### config.mk
export PLATFORM = sky130hd
export DESIGN_NAME = nes_button_events
export DESIGN_NICKNAME = d
export VERILOG_FILES = /design/src/rtl/nes_pkg.sv /design/src/rtl/nes_btn_channel.sv /design/src/rtl/nes_button_events.sv
export SDC_FILE = /design/constraint.sdc
export NUM_CORES = 1
export LEC_CHECK = 0
export CAP_MARGIN = 20
export CELL_PAD_IN_SITES_DETAIL_PLACEMENT = 2
export CELL_PAD_IN_SITES_GLOBAL_PLACEMENT = 2
export CORE_MARGIN = 1.5
export CORE_UTILIZATION = 30
export CTS_CLUSTER_SIZE = 40
export DETAILED_ROUTE_END_ITERATION = 10
export GPL_TIMING_DRIVEN = 0
export PLACE_DENSITY = 0.65
export SLEW_MARGIN = 20
export SYNTH_ARGS = -nofsm -noshare
export SYNTH_HDL_FRONTEND = slang
export SYNTH_SLANG_ARGS = --single-unit
### constraint.sdc
create_clock -name clk -period 4.38 [get_ports clk]
set_input_delay 0.876 -clock clk [delete_from_list [all_inputs] [get_ports clk]]
set_output_delay 0.876 -clock clk [all_outputs]
set_load 0.01 [all_outputs]
### src/rtl/nes_pkg.sv
// Shared constants and types for the NES button event block.
package nes_pkg;

    localparam int N_BTN = 8;

    // Bit positions within the polled controller vector
    localparam int BTN_A      = 0;
    localparam int BTN_B      = 1;
    localparam int BTN_SELECT = 2;
    localparam int BTN_START  = 3;
    localparam int BTN_UP     = 4;
    localparam int BTN_DOWN   = 5;
    localparam int BTN_LEFT   = 6;
    localparam int BTN_RIGHT  = 7;

    // Typematic repeat states for a single button
    typedef enum logic [1:0] {
        IDLE   = 2'd0,
        DELAY  = 2'd1,
        REPEAT = 2'd2
    } rep_state_t;

    // Larger of two integers, used to size the repeat counter
    function automatic int max2(input int a, input int b);
        return (a > b) ? a : b;
    endfunction

endpackage

### src/rtl/nes_btn_channel.sv
// One button: poll-based debounce, press/release detection and
// typematic auto-repeat. All pulses are registered and last one cycle.
module nes_btn_channel
    import nes_pkg::*;
#(
    parameter int STABLE_POLLS = 2,
    parameter int REPEAT_DELAY = 30,
    parameter int REPEAT_RATE  = 6,
    parameter bit REPEAT_EN    = 1'b1
) (
    input  logic clk,
    input  logic reset,
    input  logic sample_valid,
    input  logic cand,
    output logic state,
    output logic pressed,
    output logic released,
    output logic repeat_pulse
);

    localparam int DW = $clog2(STABLE_POLLS + 1);
    localparam int RW = $clog2(max2(REPEAT_DELAY, REPEAT_RATE) + 1);

    // Counter values on which the next qualifying poll completes the interval
    localparam logic [DW-1:0] DEB_LAST   = DW'(STABLE_POLLS - 1);
    localparam logic [RW-1:0] DELAY_LAST = RW'(REPEAT_DELAY - 1);
    localparam logic [RW-1:0] RATE_LAST  = RW'(REPEAT_RATE - 1);

    logic            state_reg,     state_next;
    logic [DW-1:0]   deb_cnt_reg,   deb_cnt_next;
    rep_state_t      rep_state_reg, rep_state_next;
    logic [RW-1:0]   rep_cnt_reg,   rep_cnt_next;
    logic            pressed_reg,   pressed_next;
    logic            released_reg,  released_next;
    logic            repeat_reg,    repeat_next;

    // State and pulse registers; reset clears everything immediately
    always_ff @(posedge clk or posedge reset) begin
        if (reset) begin
            state_reg     <= 1'b0;
            deb_cnt_reg   <= '0;
            rep_state_reg <= IDLE;
            rep_cnt_reg   <= '0;
            pressed_reg   <= 1'b0;
            released_reg  <= 1'b0;
            repeat_reg    <= 1'b0;
        end else begin
            state_reg     <= state_next;
            deb_cnt_reg   <= deb_cnt_next;
            rep_state_reg <= rep_state_next;
            rep_cnt_reg   <= rep_cnt_next;
            pressed_reg   <= pressed_next;
            released_reg  <= released_next;
            repeat_reg    <= repeat_next;
        end
    end

    // Next-state logic: everything holds and pulses drop between polls
    always_comb begin
        state_next     = state_reg;
        deb_cnt_next   = deb_cnt_reg;
        rep_state_next = rep_state_reg;
        rep_cnt_next   = rep_cnt_reg;
        pressed_next   = 1'b0;
        released_next  = 1'b0;
        repeat_next    = 1'b0;

        if (sample_valid) begin
            // Debounce: a disagreeing level must persist for STABLE_POLLS polls
            if (cand == state_reg) begin
                deb_cnt_next = '0;
            end else if (deb_cnt_reg == DEB_LAST) begin
                state_next   = cand;
                deb_cnt_next = '0;
                if (cand) begin
                    pressed_next = 1'b1;
                end else begin
                    released_next = 1'b1;
                end
            end else begin
                deb_cnt_next = deb_cnt_reg + 1'b1;
            end

            // Repeat: release always wins, so no pulse on the release poll
            if (REPEAT_EN) begin
                if (released_next) begin
                    rep_state_next = IDLE;
                    rep_cnt_next   = '0;
                end else begin
                    case (rep_state_reg)
                        IDLE: begin
                            if (pressed_next) begin
                                rep_state_next = DELAY;
                                rep_cnt_next   = '0;
                            end
                        end
                        DELAY: begin
                            if (rep_cnt_reg == DELAY_LAST) begin
                                repeat_next    = 1'b1;
                                rep_state_next = REPEAT;
                                rep_cnt_next   = '0;
                            end else begin
                                rep_cnt_next = rep_cnt_reg + 1'b1;
                            end
                        end
                        REPEAT: begin
                            if (rep_cnt_reg == RATE_LAST) begin
                                repeat_next  = 1'b1;
                                rep_cnt_next = '0;
                            end else begin
                                rep_cnt_next = rep_cnt_reg + 1'b1;
                            end
                        end
                        default: begin
                            rep_state_next = IDLE;
                            rep_cnt_next   = '0;
                        end
                    endcase
                end
            end
        end
    end

    assign state        = state_reg;
    assign pressed      = pressed_reg;
    assign released     = released_reg;
    assign repeat_pulse = repeat_reg;

endmodule

### src/rtl/nes_button_events.sv
// Turns the polled NES controller vector into debounced levels and
// one-cycle press, release and auto-repeat events for game logic.
module nes_button_events
    import nes_pkg::*;
#(
    parameter bit               ACTIVE_LOW   = 1'b1,
    parameter int               STABLE_POLLS = 2,
    parameter int               REPEAT_DELAY = 30,
    parameter int               REPEAT_RATE  = 6,
    parameter logic [N_BTN-1:0] REPEAT_MASK  = 8'hF0
) (
    input  logic             clk,
    input  logic             reset,
    input  logic             sample_valid,
    input  logic [N_BTN-1:0] btn_raw,
    output logic [N_BTN-1:0] btn_state,
    output logic [N_BTN-1:0] pressed,
    output logic [N_BTN-1:0] released,
    output logic [N_BTN-1:0] repeat_pulse,
    output logic             any_event
);

    // Normalised poll: 1 = pressed regardless of wire polarity
    logic [N_BTN-1:0] cand;
    assign cand = ACTIVE_LOW ? ~btn_raw : btn_raw;

    for (genvar gi = 0; gi < N_BTN; gi++) begin : g_chan
        nes_btn_channel #(
            .STABLE_POLLS (STABLE_POLLS),
            .REPEAT_DELAY (REPEAT_DELAY),
            .REPEAT_RATE  (REPEAT_RATE),
            .REPEAT_EN    (REPEAT_MASK[gi])
        ) u_chan (
            .clk          (clk),
            .reset        (reset),
            .sample_valid (sample_valid),
            .cand         (cand[gi]),
            .state        (btn_state[gi]),
            .pressed      (pressed[gi]),
            .released     (released[gi]),
            .repeat_pulse (repeat_pulse[gi])
        );
    end

    // Pulses are already registered, so this OR lines up with them
    assign any_event = |{pressed, released, repeat_pulse};

endmodule

==> results.txt, run 1 <==
- Status: finished clean
* Number of I/O pins: 44
- Clock tree sinks: 72
* H-tree levels: 3
- In this run the remaining antenna-violating nets after routing total 0.
* Die width: 118 um
- Resized cells post-CTS: 0
- Insertion delay to the later sink of the worst-skew pair: 0.34 ns
- Flip-flop count of the largest register after layout: 20
* Number of antenna violations at the first check in global routing: 0
- Number of setup buffers added after CTS: 0
- Setup violations remaining at the end of the flow were counted as 0.
- Warnings, synthesis: 0
- Final cycle utilization of the critical path: 61.9%
* Power per cell area: 524 mW/mm2
* Area taken by multi-input logic gates: 0.00180 mm2
* RSZ-0062 raised after global routing: false
* Library cells used by synthesis: 65
- Across the whole layout, storage elements account for 0.00180 mm2.
- Worst setup slack after layout: 1.67 ns
- Total iterations of the first detailed-routing run: 6
- After synthesis, the mean cell area works out to 9.95 um2.
* Proportion of synthesized area in mux cells: 1.10%
- Area growth from synthesis to layout: 22.4%
* Final critical-path required period: 2.71 ns
* Final-stage net count: 485
- Worst vdd ir: 0.173 mV
- Total chip power: 2550 uW
- STA classifies the critical path startpoint as a register.
- Residual DRC count: 0
- The initialized floorplan defines 41 standard-cell rows.
- Worst slew margin relative to its limit: 54.9%
- Remaining global-route overflow: 0
- Placed Instance Area: 0.00462 mm2
- Detailed placement ended at an HPWL of 7580 um.
* Average vias per placed instance: 5.01
- TritonCTS Buffers: 9
- Entering global routing, the biggest net connects 49 pins.
- Avg WL per Cell: 16.4 um
* Maximum clock rate: 369 MHz
* Endpoint required time on the critical path: 3.50 ns
- Portion of the post-synthesis area used by sequential elements: 45.3%
- In the final timing run, aggregate negative setup slack is 0 ns.
- The synthesized design contains 0 enable-type register cells.
* Post-Synthesis Cell Area: 0.00398 mm2
- The routed design has 10,300 um of wire.
- In this run the register-to-register setup slack is 2.53 ns.
- Combinational family with the most area after synthesis: simple AND/OR/NAND/NOR gates
- The total count of max-transition violations in the final report is 0.
- In this run the clock root is driven by a clkbuf_16.
- Initial cell density of the core: 31.2%
- HP Class: reg2reg
* Vias in the first global route: 3,432
- Synthesis inferred 72 register bits.
- Data arrival time at the worst-slack endpoint: 1.83 ns
* First-pass GRT wire length: 18,100 um
- TritonCTS built the clock tree.
* Floorplan die area: 0.0140 mm2
- Crit-path max FO: 2
- CTS clk-pin slew, worst paths: 0.05 ns
- Post-route cell area: 0.00487 mm2
- Share of final-layout standard cells stronger than drive strength 1: 16.2%
- No sink is reached through more buffers than the 2 on the longest clock path.
* I/O Buffers: 38
- Die Y-Extent: 118 um
- Number of cells produced by synthesis: 400
- Number of max-capacitance violations reported: 0
* Number of cell instances on the worst register-to-register path: 6
- For this run, the leading register cell type out of synthesis is dfrtp_1.
- Global routing used 16.3% of the available tracks across all layers.
* Worst-Margin Slew: 0.677 ns
- Static leakage power: 0.00215 uW
- The critical path in this run is classified as reg2out.
- Post-route core utilization: 38.1%
- Area of the core: 0.0128 mm2
* Hold_buf cts: 0
- XOR/XNOR share of the synthesized area: 0.880%
- Crit end category: output port
- Via count: 3,145
* Filler Cell Count: 1,372
* Routability Congestion: 0.777
- Min-Delay Path Depth: 1
- Worst Skew: 0.00516 ns
- Adder-cell share of the synthesized area: 6.60%
- Fraction of registers with async set or reset after synthesis: 100%
- The first routing iteration left 69 violations.
- The final hold violation count is 0.
- DP Worst Slack: 1.70 ns
- Number of diodes added for antenna fixing: 0
- Fraction of the mapped netlist area in simple logic gates: 20.6%
- Synthesized-area fraction occupied by ao, oa, aoi and oai cells: 15.7%
cells in the mapped netlist (3+ instances only):
| library cell | number | area, um2 |
|---|---|---|
| o21ai_0 | 23 | 115 |
| nor4_1 | 5 | 31.3 |
| clkbuf_1 | 5 | 18.8 |
| o21a_1 | 3 | 22.5 |
| nand3b_1 | 5 | 37.5 |
| nor3_1 | 11 | 55.1 |
| a21oi_1 | 5 | 25.0 |
| a31oi_1 | 8 | 50.1 |
| buf_4 | 33 | 248 |
| nand2_1 | 41 | 154 |
| and3_1 | 3 | 18.8 |
| or3_1 | 3 | 18.8 |
| nor3b_1 | 3 | 22.5 |
| and4b_1 | 4 | 40.0 |
| xor2_1 | 3 | 26.3 |
| ha_1 | 21 | 263 |
| o21bai_1 | 3 | 22.5 |
| o211ai_1 | 3 | 22.5 |
| a21o_1 | 5 | 37.5 |
| or2_2 | 7 | 43.8 |
| o31ai_1 | 5 | 37.5 |
| and3b_1 | 4 | 35.0 |
| o22ai_1 | 3 | 18.8 |
| nor2_1 | 19 | 71.3 |
| dfrtp_1 | 72 | 1800 |
| inv_1 | 23 | 86.3 |
| nand3_1 | 12 | 60.1 |
| a21boi_0 | 4 | 30.0 |
| mux2_2 | 3 | 33.8 |
| buf_2 | 4 | 20.0 |
| nand4_1 | 11 | 68.8 |
| and2_1 | 4 | 25.0 |
| a22o_1 | 5 | 43.8 |
per-stage QoR:
stage               hold WS (ns)  cells
floorplan                  0.448    403
finish                     0.515    628
global placement           0.463    613
detailed placement         0.476    614
CTS                        0.516    628
global route               0.534    628
logic make-up after synthesis:
kind of cell / count (synthesis)
AO/OA/AOI/OAI: 85
AND/OR/NAND/NOR: 146
flip-flops: 72
adder cells (fa/ha/maj): 21
multiplexers: 4
other: 1
XOR/XNOR: 4
buffers and inverters: 67
worst max-delay path: stages, from the launching register on:
cell             delay [ns]
dfrtp_1                0.41
nor4_1                 0.30
and3_1                 0.23
nand3_1                0.07
clkdlybuf4s50_1        0.49
per-layer routing:
layer | global-route usage, % | part of all wire (%) | vias to the layer above
met5 | 0 | 0 | -
met4 | 6.86 | 1.9 | 0
met3 | 2.99 | 2.9 | 11
met2 | 25.8 | 46 | 45
met1 | 22.0 | 49 | 1593
li1 | - | - | 1496
path summary, 6_finish.rpt:
check | start | endpoint
min | g_chan[6].u_chan.deb_cnt_reg[1] | g_chan[6].u_chan.deb_cnt_reg[1]
min in group asynchronous | reset | g_chan[4].u_chan.rep_cnt_reg[0]
max reg2reg | g_chan[7].u_chan.rep_state_reg[0] | g_chan[7].u_chan.rep_cnt_reg[2]
max | g_chan[7].u_chan.repeat_pulse | any_event
max in group asynchronous | reset | g_chan[6].u_chan.rep_cnt_reg[4]
min reg2reg | g_chan[6].u_chan.deb_cnt_reg[1] | g_chan[6].u_chan.deb_cnt_reg[1]
layout by cell type, fill, tap and decap left out, types with 5 or more instances in the layout:
cell type and instances:
buf_4 33, or2_2 7, nand3_1 12, nor4_1 5, nor2_1 19, clkbuf_1 8
nand2_1 41, o21ai_0 23, nand4_1 11, nand3b_1 5, dfrtp_1 72, a21o_1 5
clkbuf_16 9, clkdlybuf4s50_1 38, o31ai_1 5, a22o_1 5, ha_1 21, a21oi_1 5
a31oi_1 8, inv_1 22, nor3_1 11
cell type report:
type / count / share of cell area (%)
Buffer: 43 / 6.11
Clock buffer: 13 / 5.14
Clock inverter: 1 / 0.103
Inverter: 24 / 1.90
Multi-Input combinational cell: 264 / 37.0
Sequential cell: 72 / 37.0
Tap cell: 172 / 4.42
Timing Repair Buffer: 39 / 8.37
where the power goes:
part	internal (uW)	switching [uW]	total, uW
logic	461	503	964
clock network	392	269	661
registers	793	135	928
total	1650	908	2550
Note: power is estimated with default switching activity, not from simulation.
==> run 2: changes to the inputs <==
clock period = 2.5 ns   (was 4.38 ns; I/O delays follow)
==> results of run 2 <==
Same layout as run 1 (identical final DEF). Status: finished clean.
Main changes from that run: setup slack after placement 1.70 ns -> 0.201 ns; setup slack after layout 1.67 ns -> 0.166 ns; hold slack 0.515 ns -> 0.461 ns; register-to-register setup slack 2.53 ns -> 0.65 ns; end point of the worst hold path g_chan[6].u_chan.deb_cnt_reg[1] -> g_chan[6].u_chan.repeat_pulse; total power 2550 uW -> 4470 uW; worst IR drop on VDD 0.173 mV -> 0.303 mV
